## config.mk

```make
export PLATFORM = sky130hd
export DESIGN_NAME = gpio_ext
export DESIGN_NICKNAME = d
export VERILOG_FILES = /design/src/rtl/gpio_ext_pkg.sv /design/src/rtl/gpio_ext_filter.sv /design/src/rtl/gpio_ext.sv
export SDC_FILE = /design/constraint.sdc
export NUM_CORES = 1
export LEC_CHECK = 0
export ABC_AREA = 1
export CAP_MARGIN = 25
export CORE_MARGIN = 5
export CORE_UTILIZATION = 32
export CTS_CLUSTER_SIZE = 8
export DETAILED_ROUTE_END_ITERATION = 7
export SYNTH_ARGS = -nofsm -noshare
export SYNTH_HDL_FRONTEND = slang
export SYNTH_SLANG_ARGS = --single-unit
```

## constraint.sdc

```tcl
create_clock -name clk -period 1.6 [get_ports clk]
set_clock_uncertainty 0.05 [all_clocks]
set_input_delay 0.16 -clock clk [delete_from_list [all_inputs] [get_ports clk]]
set_output_delay 0.16 -clock clk [all_outputs]
set_load 0.01 [all_outputs]
```

## src/rtl/gpio_ext_pkg.sv

```systemverilog
// Shared register offsets and types for the gpio_ext peripheral.
package gpio_ext_pkg;

  localparam logic [11:0] OFF_ODR  = 12'h000;
  localparam logic [11:0] OFF_IDR  = 12'h004;
  localparam logic [11:0] OFF_RIER = 12'h008;
  localparam logic [11:0] OFF_RISR = 12'h00c;
  localparam logic [11:0] OFF_FIER = 12'h010;
  localparam logic [11:0] OFF_FISR = 12'h014;
  localparam logic [11:0] OFF_DIR  = 12'h018;
  localparam logic [11:0] OFF_BSR  = 12'h01c;
  localparam logic [11:0] OFF_BCR  = 12'h020;
  localparam logic [11:0] OFF_FILT = 12'h024;

  typedef struct packed {
    logic [31:0] odr;
    logic [31:0] rier;
    logic [31:0] risr;
    logic [31:0] fier;
    logic [31:0] fisr;
    logic [31:0] dir;
    logic [31:0] filt;
  } gpio_ext_regs_t;

  // Per-pin filter result: debounced level plus single-cycle edge pulses.
  typedef struct packed {
    logic filt;
    logic rise;
    logic fall;
  } pin_state_t;

endpackage

```

## src/rtl/gpio_ext_filter.sv

```systemverilog
// One pin: synchronizer chain, debounce counter, filtered level and edge pulses.
module gpio_ext_filter
  import gpio_ext_pkg::*;
#(
  parameter int SYNC_STAGES = 2,
  parameter int FILT_W      = 8
) (
  input  logic              clk,
  input  logic              rst,
  input  logic              pin,
  input  logic [FILT_W-1:0] thresh,
  output pin_state_t        state
);

  logic [SYNC_STAGES-1:0] sync_q;
  logic                   s;
  logic                   f_q;
  logic                   f_prev_q;
  logic [FILT_W-1:0]      cnt_q;

  assign s = sync_q[SYNC_STAGES-1];

  // NOTE: sequential state uses non-blocking assignments so every flop samples pre-edge values.
  always_ff @(posedge clk) begin
    if (rst) begin
      sync_q   <= '0;
      f_q      <= 1'b0;
      f_prev_q <= 1'b0;
      cnt_q    <= '0;
    end else begin
      sync_q   <= {sync_q[SYNC_STAGES-2:0], pin};
      f_prev_q <= f_q;
      if (s == f_q) begin
        cnt_q <= '0;
      end else if (cnt_q == thresh) begin
        f_q   <= s;
        cnt_q <= '0;
      end else begin
        cnt_q <= cnt_q + 1'b1;
      end
    end
  end

  assign state.filt = f_q;
  assign state.rise = f_q & ~f_prev_q;
  assign state.fall = ~f_q & f_prev_q;

endmodule

```

## src/rtl/gpio_ext.sv

```systemverilog
// GPIO peripheral: bus decode, register file, per-pin filters and interrupt aggregation.
module gpio_ext
  import gpio_ext_pkg::*;
#(
  parameter int WIDTH       = 32,
  parameter int SYNC_STAGES = 2,
  parameter int FILT_W      = 8
) (
  input  logic             clk,
  input  logic             rst,
  input  logic             bus_req,
  input  logic             bus_we,
  input  logic [11:0]      bus_addr,
  input  logic [31:0]      bus_wdata,
  output logic [31:0]      bus_rdata,
  output logic             bus_rvalid,
  input  logic [WIDTH-1:0] gpio_in,
  output logic [WIDTH-1:0] gpio_out,
  output logic [WIDTH-1:0] gpio_oe,
  output logic             irq
);

  localparam logic [31:0] PIN_MASK  = (WIDTH  >= 32) ? 32'hFFFF_FFFF : ((32'd1 << WIDTH)  - 32'd1);
  localparam logic [31:0] FILT_MASK = (FILT_W >= 32) ? 32'hFFFF_FFFF : ((32'd1 << FILT_W) - 32'd1);

  gpio_ext_regs_t   regs_q;
  pin_state_t       pin_st [WIDTH];
  logic [WIDTH-1:0] filt_v, rise_v, fall_v;
  logic [31:0]      idr, rise_w, fall_w;
  logic [31:0]      rd_mux, risr_clr, fisr_clr;
  logic             wr;

  for (genvar i = 0; i < WIDTH; i++) begin : g_pin
    gpio_ext_filter #(
      .SYNC_STAGES(SYNC_STAGES),
      .FILT_W     (FILT_W)
    ) u_filter (
      .clk   (clk),
      .rst   (rst),
      .pin   (gpio_in[i]),
      .thresh(regs_q.filt[FILT_W-1:0]),
      .state (pin_st[i])
    );
    assign filt_v[i] = pin_st[i].filt;
    assign rise_v[i] = pin_st[i].rise;
    assign fall_v[i] = pin_st[i].fall;
  end

  assign idr    = 32'(filt_v);
  assign rise_w = 32'(rise_v);
  assign fall_w = 32'(fall_v);
  assign wr     = bus_req & bus_we;

  // W1C masks; an edge arriving in the same cycle is OR-ed in afterwards so the set wins.
  assign risr_clr = (wr && bus_addr == OFF_RISR) ? bus_wdata : 32'd0;
  assign fisr_clr = (wr && bus_addr == OFF_FISR) ? bus_wdata : 32'd0;

  // NOTE: every output of a combinational block gets a default first so no latch is inferred.
  always_comb begin
    rd_mux = 32'd0;
    case (bus_addr)
      OFF_ODR:  rd_mux = regs_q.odr;
      OFF_IDR:  rd_mux = idr;
      OFF_RIER: rd_mux = regs_q.rier;
      OFF_RISR: rd_mux = regs_q.risr;
      OFF_FIER: rd_mux = regs_q.fier;
      OFF_FISR: rd_mux = regs_q.fisr;
      OFF_DIR:  rd_mux = regs_q.dir;
      OFF_FILT: rd_mux = regs_q.filt;
      default:  rd_mux = 32'd0;
    endcase
  end

  always_ff @(posedge clk) begin
    if (rst) begin
      regs_q     <= '0;
      bus_rvalid <= 1'b0;
      bus_rdata  <= 32'd0;
    end else begin
      bus_rvalid  <= bus_req;
      bus_rdata   <= (bus_req && !bus_we) ? rd_mux : 32'd0;
      regs_q.risr <= ((regs_q.risr & ~risr_clr) | (rise_w & regs_q.rier)) & PIN_MASK;
      regs_q.fisr <= ((regs_q.fisr & ~fisr_clr) | (fall_w & regs_q.fier)) & PIN_MASK;
      if (wr) begin
        case (bus_addr)
          OFF_ODR:  regs_q.odr  <= bus_wdata & PIN_MASK;
          OFF_BSR:  regs_q.odr  <= (regs_q.odr | bus_wdata) & PIN_MASK;
          OFF_BCR:  regs_q.odr  <= regs_q.odr & ~bus_wdata;
          OFF_RIER: regs_q.rier <= bus_wdata & PIN_MASK;
          OFF_FIER: regs_q.fier <= bus_wdata & PIN_MASK;
          OFF_DIR:  regs_q.dir  <= bus_wdata & PIN_MASK;
          OFF_FILT: regs_q.filt <= bus_wdata & FILT_MASK;
          default:  ;
        endcase
      end
    end
  end

  assign gpio_out = regs_q.odr[WIDTH-1:0];
  assign gpio_oe  = regs_q.dir[WIDTH-1:0];
  assign irq      = |(regs_q.risr | regs_q.fisr);

endmodule

```

Word level (Yosys, flattened, before mapping). Index checks and enable logic that the tools add are counted.

$add $sub $neg: 32. Equal/unequal tests: 73. Mux-type cells: 4. Bitwise logic cells: 174. Reductions and logical operators: 77.

Operator list (number): $add A8 B1 Y8 const B (32); $eq A8 B8 Y1 (32); $pmux W32 S8 (1); $and A32 B32 Y32 (5); $or A32 B32 Y32 (4); $not A1 Y1 (97); $not A32 Y32 (3); $pmux W32 S3 (1); $reduce_or A3 Y1 (32); $reduce_and A2 Y1 (37); $and A1 B1 Y1 (65); $mux W32 (2); $eq A12 B5 Y1 const B (4); $eq A1 B1 Y1 (32); $reduce_or A32 Y1 (1); $eq A12 B4 Y1 const B (2); $eq A12 B6 Y1 const B (2); $eq A12 B3 Y1 const B (1); $logic_not A12 Y1 (1); $logic_and A1 B1 Y1 (3); $reduce_bool A3 Y1 (1); $reduce_or A2 Y1 (1); $logic_not A1 Y1 (1).

Register bits after elaboration: 617. Bits of input ports: 80. Output and inout bits: 98. Word-level logic and storage cells: 497.

Depth between registers and ports, before layout. Gate-level depths: netlist (run 1).

Depth after elaboration: 6. Mapped depth: 13. Mapped depth without buffers: 12.

Hierarchy. Synthesis (run 1) repeated with hierarchy kept, for this count alone.

Cells, all modules: 4934. Area total of the unflattened synthesis: 32377.3 µm².

Modules (own cells, without submodules): gpio_ext_filter at g_pin[0].u_filter ... (instances 30, cells an instance 96, area an instance 636.9 µm², sequential area each 240.2 µm²); gpio_ext (instances 1, cells an instance 1855, area an instance 11974.0 µm², sequential area each 4664.5 µm²); gpio_ext_filter at g_pin[9].u_filter (instances 1, cells an instance 104, area an instance 664.4 µm², sequential area each 240.2 µm²); gpio_ext_filter at g_pin[8].u_filter (instances 1, cells an instance 95, area an instance 633.1 µm², sequential area each 240.2 µm²).

Least setup slack after synthesis (run 1). OpenSTA, ideal clock, no wires.

Kind: register to register. Start point: register regs_q[0] (netlist bit). End point: register g_pin[25].u_filter.cnt_q[7]. Library setup time: 0.121 ns. Arrival time: 1.353 ns. Data required time: 1.429 ns. Path slack: 0.076 ns. Stages on the path, launching flop included: 8. Buffers on the path: 2. Clock period less this slack: 1.524 ns. Cell sequence: dfxtp_1 buf_2 buf_2 or2_2 a21oi_1 nand4_1 nand2_1 nor2_1.

Word-level cells in the longest chain between the ends: 2.

RTL lines: from (decl) (line gpio_ext.sv:26) `gpio_ext_regs_t regs_q;`; $eq A8 B8 Y1 (line gpio_ext_filter.sv:35) `end else if (cnt_q == thresh) begin`; $reduce_or A3 Y1 (no source line); to (signal assigned) (line gpio_ext_filter.sv:39) `cnt_q <= cnt_q + 1'b1;`; to (decl) (line gpio_ext_filter.sv:19) `logic [FILT_W-1:0] cnt_q;`.

No other way between the ends. A chain may end at the register's enable or synchronous reset.

Final worst setup path (run 1).
Start point: register regs_q[159] (netlist bit). End point: output irq.

Word-level cells in the longest chain between the ends: 2.

RTL lines: $or A32 B32 Y32 (line gpio_ext.sv:101) `assign irq = |(regs_q.risr | regs_q.fisr);`; $reduce_or A32 Y1 (line gpio_ext.sv:101); to (decl) (line gpio_ext.sv:20) `output logic irq`.

No other way between the ends.

==> run metrics, run 1 <==
Final TNS setup -7250 ps; sequential area share after synthesis 41.5%; largest family of logic cells by synthesized area simple AND/OR/NAND/NOR gates; CP arrival 2010 ps; #FFs+latches synth 617; detailed-route DRC error count 0; Via density 4.81; antenna cell count 0; die area 99300 um^2; Max IR drop VDD 0.752 mV; Initial Util 32.1%; Reg2Reg Depth 8; nets@finish 4696; Post-Synth Adder-Cell Area 1.34%; DRT Pass-1 Iters 6; antenna viol nets, final 0; GRT Max-Usage Layer met2; Final Instance Area 39400 um^2; site row count 112; MaxCap Viol Count 0; CP startpoint kind register; Wirelength per Cell 16.7 um; 1st-iter DRT viols 2161; Placed Cells incl. Taps 5693; failing checks setup timing; RSZ-0062 raised after global routing yes; Fmax 451 MHz; clk sink count 617; TritonCTS clock tree yes; Crit. End Element primary output; DR vias 28100; Clock Tree Root clkbuf_16; Vert. Die Dim 315 um; CP max FO 2; Inserted Clock Buffers 87; met3 Track Usage GR 3.00%; CP Data Required Time 1390 ps; HP Class in -> reg; worst-skew pair later-pin latency 630 ps; # IOs 178; syn nets 4276; share of layout cells above drive strength 1 19.9%; clk buf depth 3; Synth Area per Inst 7.16 um^2; dpl cell area 34900 um^2; H-tree level count 3; Hold Fails Final Rpt 0; Mapped Cells 4164; non-filler instance count after layout 5843; final period utilization 139%; yosys warns 0; DP Worst Slack -538 ps; first-pass GRT wire length 147 mm; post-synth cell types 38; Tmin final 2220 ps; IO Port Bufs 177; post-synthesis mux area share 0%; crit path kind reg -> out; chip width 315 um; final setup fails 175; Setup WS post-layout -617 ps; vias in the first global route 26200; total wire length 97.8 mm; pwr/cell area 836 nW/um^2; Slew Viols, Final 0; fillers 9213; P_leak 17.1 nW; Hold Crit Depth 5; Mapped Area 29800 um^2; synthesis-to-layout area growth 32.3%; GRT overflow 0; total track usage 18.5%; Simple-Gate Fraction of Synth Area 29.4%; clock slew at reported path FFs 50 ps; headroom to the max-slew limit 63.4%; Placer Congestion 0.859; compound-gate portion of the synthesized area 9.49%; status complete, but fails checks; Slew @ Worst Pin 548 ps; pin count of the biggest net entering global routing 80; GR met2 Demand/Resource 30.7%; grt met1 use 25.1%; HPWL Detailed 66.3 mm; Synth Area in XOR/XNOR 7.79%; initial antenna violation count 2; core box area 92900 um^2
==> worst paths after layout <==
path | slack [ps] | endpoint | startpoint
max | -620 | irq | regs_q[159]
min reg2reg | 350 | g_pin[28].u_filter.sync_q[1] | g_pin[28].u_filter.sync_q[0]
max reg2reg | -100 | g_pin[6].u_filter.f_q | regs_q[0]
min | 30 | g_pin[14].u_filter.f_q | rst
==> power by group <==
group	leakage (nW)	switching [mW]	internal [mW]
logic	11.0	0.687	0.458
clock network	1.11	6.62	9.63
registers	5.00	0.0836	15.5
==> synth_stat cells (all sizes together) <==
| master | number | area [um^2] |
|---|---|---|
| buf | 166 | 1110 |
| dfxtp | 617 | 12400 |
| o211ai | 26 | 195 |
| clkbuf | 55 | 206 |
| nor3 | 49 | 250 |
| xnor2 | 29 | 254 |
| o21ai | 148 | 767 |
| nor4 | 17 | 106 |
| nor2 | 701 | 2690 |
| a31oi | 3 | 18.8 |
| nand3 | 290 | 1480 |
| or2 | 35 | 219 |
| nor3b | 29 | 218 |
| xor2 | 236 | 2070 |
| ha | 32 | 400 |
| nand3b | 1 | 7.51 |
| clkinv | 4 | 18.8 |
| nand4 | 83 | 519 |
| a21oi | 241 | 1210 |
| nand2 | 863 | 3280 |
| inv | 475 | 1790 |
| a211oi | 64 | 641 |
==> logic make-up (layout without fill, tap and decap cells) <==
group                    count (synthesis)  in the layout
flip-flops                             617            617
adder cells (fa/ha/maj)                 32             32
AO/OA/AOI/OAI                          482            482
AND/OR/NAND/NOR                       2068           2068
XOR/XNOR                               265            265
buffers and inverters                  700           1125
==> layout make-up <==
| class | instances | area, um^2 | area share [%] |
|---|---|---|---|
| Tap cell | 1254 | 1570 | 3.98 |
| Sequential cell | 617 | 12400 | 31.5 |
| Multi-Input combinational cell | 2847 | 15600 | 39.7 |
| Clock buffer | 89 | 2210 | 5.60 |
| Clock inverter | 5 | 51.3 | 0.130 |
| Inverter | 479 | 1830 | 4.64 |
| Timing Repair Buffer | 552 | 5720 | 14.5 |
==> per-stage QoR <==
step | power, mW | util, % | hold slack, ps
floorplan | 16.3 | - | 217
global placement | 16.9 | 37.6 | 345
detailed placement | 17.0 | 37.6 | 346
CTS | 33.3 | 40.7 | 1.33
global route | 34.0 | 42.4 | 14.4
finish | 33.0 | 42.4 | 33.6
==> worst max-delay path, stage by stage (launching register included) <==
cell and delay (ps):
dfxtp_2 330, nor4_4 280, nand4_1 210, nor2_1 140, buf_4 140, nand3b_1 110
buf_2 170
==> layer usage <==
| metal | vias up | share of wire (%) |
|---|---|---|
| met5 | - | 0 |
| met4 | 0 | 2.3 |
| met3 | 144 | 6.0 |
| met2 | 773 | 46 |
| met1 | 13200 | 45 |
| li1 | 14000 | - |
==> placed cells by master (no fill, tap or decap), types with 11 or more instances in the layout <==
cell type          n
nand2_4           24
nor2_1           576
a211oi_1          32
buf_6             56
nand2_2           50
a211oi_2          32
xnor2_1           28
nand3_2           11
a21oi_2           49
or2_2             21
nor3_1            19
o211ai_1          26
nand3_1          279
dlygate4sd2_1     88
nor3b_2           22
or2_4             13
dlygate4sd3_1     20
clkdlybuf4s50_1   78
clkbuf_16         96
nand4_1           83
xor2_1           229
o21ai_2           11
o21ai_0          116
nor2_4            17
nand2_1          789
o21ai_1           18
buf_12            58
dfxtp_1          586
buf_4            223
a21oi_1          190
nor2_2           108
nor3_2            29
dfxtp_2           25
nor4_1            11
ha_1              32
inv_1            460
==> registers in the layout, summed over array words and instances, names as in the netlist <==
name and count:
g_pin.u_filter.f_q 32, g_pin.u_filter.sync_q 64, bus_rvalid 1, g_pin.u_filter.cnt_q 256, bus_rdata 32, gpio_oe 32, regs_q 136, gpio_out 32
g_pin.u_filter.f_prev_q 32
==> what timing repair did <==
item	in CTS	in global routing
hold buffers	18	3
resized for setup	214	389
setup endpoints to repair	234	325
gates cloned	6	8
hold endpoints to repair	39	26
pin swaps	52	158
setup buffers	12	19
Power figures use the tool's default switching activity.
==> run 2: changes to the inputs <==
- REMOVE_ABC_BUFFERS: not set -> 1
==> run 2 against run 1 <==
The flow still finishes with violations (setup timing). Core utilization decreased by 0.54 points. First-iteration DRC count decreased by 7.3%. Wire length increased by 1.2%. Via count decreased by 0.29%. Worst setup slack got worse by 160 ps. Worst hold slack got worse by 2.0 ps. Die area unchanged. Non-clock buffer count decreased by 15. Clock power about the same. Sequential cell count unchanged. Critical endpoint unchanged. Highest routed layer unchanged.
==> run metrics, run 2 (synthesized netlist as in run 1, its figures left out) <==
Crit. End Element primary output; clk buf depth 3 (unchanged); share of layout cells above drive strength 1 18.7% (-1.1 points); Slew Viols, Final 0 (unchanged); Slew @ Worst Pin 504 ps (-43.3 ps); initial antenna violation count 1 (-1); Via density 4.80 (-0.12%); TritonCTS clock tree yes; Net Sw Frac 22.1% (-0.30 points); final setup fails 120 (-31%); combinational power share 3.3% (-0.2 points); detailed-route DRC error count 0 (unchanged); sequential fraction of design power 47.0% (-0.3 points); die area 99300 um^2 (unchanged); total track usage 19.1% (+0.58 points); Clk pwr share 49.7% (+0.4 points); failing checks setup timing; P_sw 7.33 mW (-0.80%); core box area 92900 um^2 (unchanged); CP arrival 2160 ps (+150 ps); worst-skew pair later-pin latency 630 ps (about the same); chip width 315 um (unchanged); 1st-iter DRT viols 2003 (-7.3%); Wirelength per Cell 17.0 um (+1.4%); Vert. Die Dim 315 um (unchanged); Hold Fails Final Rpt 0 (unchanged); first-pass GRT wire length 149 mm (+1.7%); clock slew at reported path FFs 50 ps (about the same); commonest non-fill, non-tap cell in the layout nand2_1; vias in the first global route 26200 (-0.29%); IO Port Bufs 177 (unchanged); Biggest register g_pin.u_filter.cnt_q; crit path kind reg -> out; biggest regs g_pin.u_filter.cnt_q (256), regs_q (136), g_pin.u_filter.sync_q (64); total wire length 99.0 mm (+1.2%); H-tree level count 3 (unchanged); synthesis-to-layout area growth 30.6%; HPWL Detailed 68.8 mm (+3.9%); headroom to the max-slew limit 66.4% (+3.0 points); GRT overflow 0 (unchanged); Final TNS setup -7750 ps (-493 ps); clk sink count 617 (unchanged); non-filler instance count after layout 5833 (-0.17%); Fmax 421 MHz (-6.6%); Tmin final 2370 ps (+156 ps); site row count 112 (unchanged); Setup WS post-layout -773 ps (-156 ps); nets@finish 4681 (-0.32%); status complete, but fails checks; P_leak 16.8 nW (-1.6%); Clock Tree Root clkbuf_16; Placed Cells incl. Taps 5684 (-0.16%); DR vias 28000 (-0.29%); max FFs per register 256 (unchanged); # IOs 178 (unchanged); DRT Pass-1 Iters 5 (-1); RSZ-0062 raised after global routing yes; Placer Congestion 0.871 (+1.4%); MaxCap Viol Count 0 (unchanged); Max IR drop VDD 0.831 mV (+11%); HP Class in -> reg; pin count of the biggest net entering global routing 84 (+5.0%); Inserted Clock Buffers 87 (unchanged); Cell Int Power 25.8 mW (+0.95%); CP max FO 3 (+1); CP Data Required Time 1390 ps (about the same); pwr/cell area 852 nW/um^2 (+1.8%); final period utilization 148% (+9.8 points); Initial Util 32.1% (unchanged); antenna viol nets, final 0 (unchanged); most frequent cells in the layout 804 x nand2_1, 587 x dfxtp_1, 577 x nor2_1; CP startpoint kind register
run 2: cell types whose count changed in the layout (fill, tap and decap cells not counted), sizes merged, moves of 3 or more:
cell	delta
clkdlybuf4s15	+7
dlygate4sd2	-9
diode	+3
clkbuf	-6
dlygate4sd3	-5
run 2: final cells by class:
| cell class | count | area, um^2 |
|---|---|---|
| Antenna cell | 3 | 7.51 |
| Clock buffer | 93 | 2270 |
| Clock inverter | 3 | 41.3 |
| Fill cell | 9308 | 54000 |
| Inverter | 479 | 1820 |
| Multi-Input combinational cell | 2847 | 15400 |
| Sequential cell | 617 | 12400 |
| Tap cell | 1254 | 1570 |
| Timing Repair Buffer | 537 | 5400 |
run 2: power groups by stage:
stage | registers, mW | clock network [mW] | logic [mW]
detailed placement | 15.9 | 0 | 1.03
floorplan | 15.9 | 0 | 0.323
CTS | 15.6 | 16.9 | 1.07
finish | 15.6 | 16.5 | 1.09
global route | 15.6 | 17.5 | 1.19
global placement | 15.9 | 0 | 1.03
run 2: layer usage:
layer | global-route usage [%] | wire (um)
met1 | 26.1 | 45300
met2 | 30.6 | 44100
met5 | 0 | 0
met3 | 3.71 | 7230
met4 | 5.57 | 2440
run 2: final timing paths:
kind	slack (ps)	cells past startpoint	to	startpoint
min reg2reg	350	2	g_pin[31].u_filter.sync_q[1]	g_pin[31].u_filter.sync_q[0]
max	-770	8	irq	regs_q[150]
min	30	3	g_pin[23].u_filter.sync_q[0]	gpio_in[23]
max reg2reg	-180	10	g_pin[19].u_filter.cnt_q[0]	regs_q[0]
run 2: critical path, stage by stage (launching register included):
cell      delay, ps
dfxtp_2         330
nor4_4          310
buf_4           170
nand4_1         120
buf_6           170
nor2_2           70
nand3b_1        100
buf_6           150
buf_6           120
run 2: what timing repair did:
| item | in CTS | in global routing |
|---|---|---|
| cloned | 3 | 1 |
| hold buffers | 15 | 0 |
| pin swaps | 33 | 132 |
| endpoints found under the setup margin | 289 | 288 |
| endpoints found under the hold margin | 39 | 0 |
| setup buffers | 18 | 19 |
| gates resized for setup | 223 | 339 |
run 2: stage by stage:
stage | cell area, um^2 | hold WS [ps] | total power, mW | utilization (%) | worst slack [ps]
4_1_cts | 37700 | 3.75 | 33.5 | 40.6 | -795
3_3_place_gp | 34800 | 338 | 16.9 | 37.5 | -602
5_1_grt | 38900 | 35.3 | 34.3 | 41.9 | -823
2_1_floorplan | 28500 | 179 | 16.2 | - | -2250
3_5_place_dp | 34800 | 334 | 16.9 | 37.5 | -611
6_report | 38900 | 31.6 | 33.2 | 41.9 | -773
==> run 3: changes to the inputs <==
- CTS_CLUSTER_SIZE: 8 -> not set
==> run 3 against run 2 <==
The run still ends with setup timing left. Die area unchanged. Register-to-register slack improved by 50 ps. Highest routed layer unchanged. Via count decreased by 0.31%. Sequential share of layout area decreased by 0.31 points. Critical path depth unchanged. First-iteration DRC count increased by 1.2%. Fmax increased by 0.79%. Sequential cell count unchanged. Non-clock buffer count decreased by 2. Largest cell class unchanged. Worst hold slack about the same.
==> run metrics, run 3 (synthesized netlist as in run 1, its figures left out) <==
status complete, but fails checks; failing checks setup timing; Worst Hold Margin 31.5 ps (-0.120 ps); combinational power share 3.1% (-0.2 points); clk buf depth 3 (unchanged); crit path kind reg -> out; site row count 112 (unchanged); commonest non-fill, non-tap cell in the layout nand2_1; TritonCTS clock tree yes; Fmax 425 MHz (+0.79%); Wirelength per Cell 17.0 um (about the same); # IOs 178 (unchanged); worst-skew pair later-pin latency 610 ps (-20 ps); sequential fraction of design power 45.5% (-1.5 points); Biggest register g_pin.u_filter.cnt_q; vias in the first global route 25800 (-1.4%); total track usage 18.9% (-0.17 points); MaxCap Viol Count 0 (unchanged); Crit. End Element primary output; DR vias 27900 (-0.31%); P_sw 7.41 mW (+1.2%); CP Data Required Time 1390 ps (about the same); IO Port Bufs 177 (unchanged); most frequent cells in the layout 791 x nand2_1, 586 x dfxtp_1, 573 x nor2_1; clk sink count 617 (unchanged); final setup fails 110 (-8.3%); CP arrival 2140 ps (-20 ps); fillers 9250 (-0.62%); RSZ-0062 raised after global routing yes; HPWL Detailed 68.8 mm (unchanged); Slew Viols, Final 0 (unchanged); synthesis-to-layout area growth 31.9%; Max IR drop VDD 0.657 mV (-21%); total wire length 99.4 mm (+0.39%); antenna viol nets, final 0 (unchanged); max FFs per register 256 (unchanged); Setup WS post-layout -755 ps (+18.5 ps); headroom to the max-slew limit 67.0% (+0.67 points); CP startpoint kind register; Clk pwr share 51.4% (+1.7 points); pin count of the biggest net entering global routing 84 (unchanged); Vert. Die Dim 315 um (unchanged); Placer Congestion 0.871 (unchanged); 1st-iter DRT viols 2027 (+1.2%); core box area 92900 um^2 (unchanged); Inserted Clock Buffers 71 (-18%); Initial Util 32.1% (unchanged); clock slew at reported path FFs 60 ps (about the same); detailed-route DRC error count 0 (unchanged); H-tree level count 3 (unchanged); P_leak 17.0 nW (+0.93%); biggest regs g_pin.u_filter.cnt_q (256), regs_q (136), g_pin.u_filter.sync_q (64); Slew @ Worst Pin 494 ps (-10.0 ps); initial antenna violation count 1 (unchanged); Net Sw Frac 21.7% (-0.42 points); HP Class in -> reg; Cell Int Power 26.8 mW (+3.7%); CP max FO 3 (unchanged); first-pass GRT wire length 148 mm (-0.86%); share of layout cells above drive strength 1 20.0% (+1.3 points); Hold Fails Final Rpt 0 (unchanged); chip width 315 um (unchanged); die area 99300 um^2 (unchanged); Via density 4.76 (-0.77%); Final TNS setup -6470 ps (+1280 ps); Tmin final 2350 ps (-18.5 ps); final period utilization 147% (-1.2 points); pwr/cell area 870 nW/um^2 (+2.1%); total power 34.2 mW (+3.1%); Clock Tree Root clkbuf_16; nets@finish 4663 (-0.38%); GRT overflow 0 (unchanged); DRT Pass-1 Iters 6 (+1)
-- run 3: cell types whose count changed in the layout (fill, tap and decap cells not counted), moves of 6 or more --
cell,delta
dlygate4sd3_1,-10
clkbuf_16,-16
nand2_1,-13
clkbuf_1,+8
clkinv_2,+9
a21oi_1,-6
bufinv_16,+11
nand2_2,+8
clkbuf_8,+15
-- run 3: final timing paths --
path	from	endpoint	slack, ps	cells after the start
setup / recovery	regs_q[150]	irq	-750	8
hold / removal	gpio_in[25]	g_pin[25].u_filter.sync_q[0]	30	3
setup reg to reg	regs_q[0]	g_pin[29].u_filter.f_q	-130	9
hold reg to reg	g_pin[29].u_filter.sync_q[0]	g_pin[29].u_filter.sync_q[1]	350	2
-- run 3: through the flow --
stage | cell area, um^2 | cells | setup slack, ps | util (%)
after floorplan | 28500 | 3943 | -2250 | -
after global placement | 34800 | 5684 | -602 | 37.5
after detailed placement | 34800 | 5684 | -611 | 37.5
after CTS | 37700 | 5827 | -794 | 40.6
after global routing | 39300 | 5858 | -807 | 42.3
final | 39300 | 5860 | -755 | 42.3
-- run 3: power by group through the flow --
stage          logic [mW]  registers, mW  clock network (mW)
2_1_floorplan       0.323           15.9                   0
3_3_place_gp         1.03           15.9                   0
3_5_place_dp         1.03           15.9                   0
4_1_cts              1.05           15.5                17.9
5_1_grt              1.17           15.6                18.6
6_report             1.07           15.5                17.6
-- run 3: worst max-delay path, cell delays in order, from the launching register on --
cell and delay (ps):
dfxtp_2 340, nor4_4 310, buf_4 170, nand4_1 120, buf_6 170, nor2_2 70, nand3b_1 100, buf_6 150
buf_6 110
-- run 3: what timing repair did --
action	CTS	global route
pin swaps	23	152
gates cloned	3	2
setup endpoints to repair	282	287
buffers inserted	9	32
hold endpoints to repair	10	0
hold buffers	5	0
resized for setup	205	389
-- run 3: layout make-up --
class	instances	area, um^2	area share, %
Multi-Input combinational cell	2847	15600	39.6
Timing Repair Buffer	535	5430	13.8
Clock inverter	27	432	1.10
Antenna cell	2	5.00	0.0127
Inverter	479	1820	4.64
Sequential cell	617	12400	31.6
Tap cell	1254	1570	3.99
Clock buffer	99	2080	5.30
-- run 3: layer usage --
metal  part of all wire (%)  track usage (%)  vias to the layer above
li1                       -                -                    13900
met1                     45             25.8                    13000
met2                     45             30.1                      824
met3                    7.8             3.69                      163
met4                    2.8             5.99                        0
met5                      0                0                        -
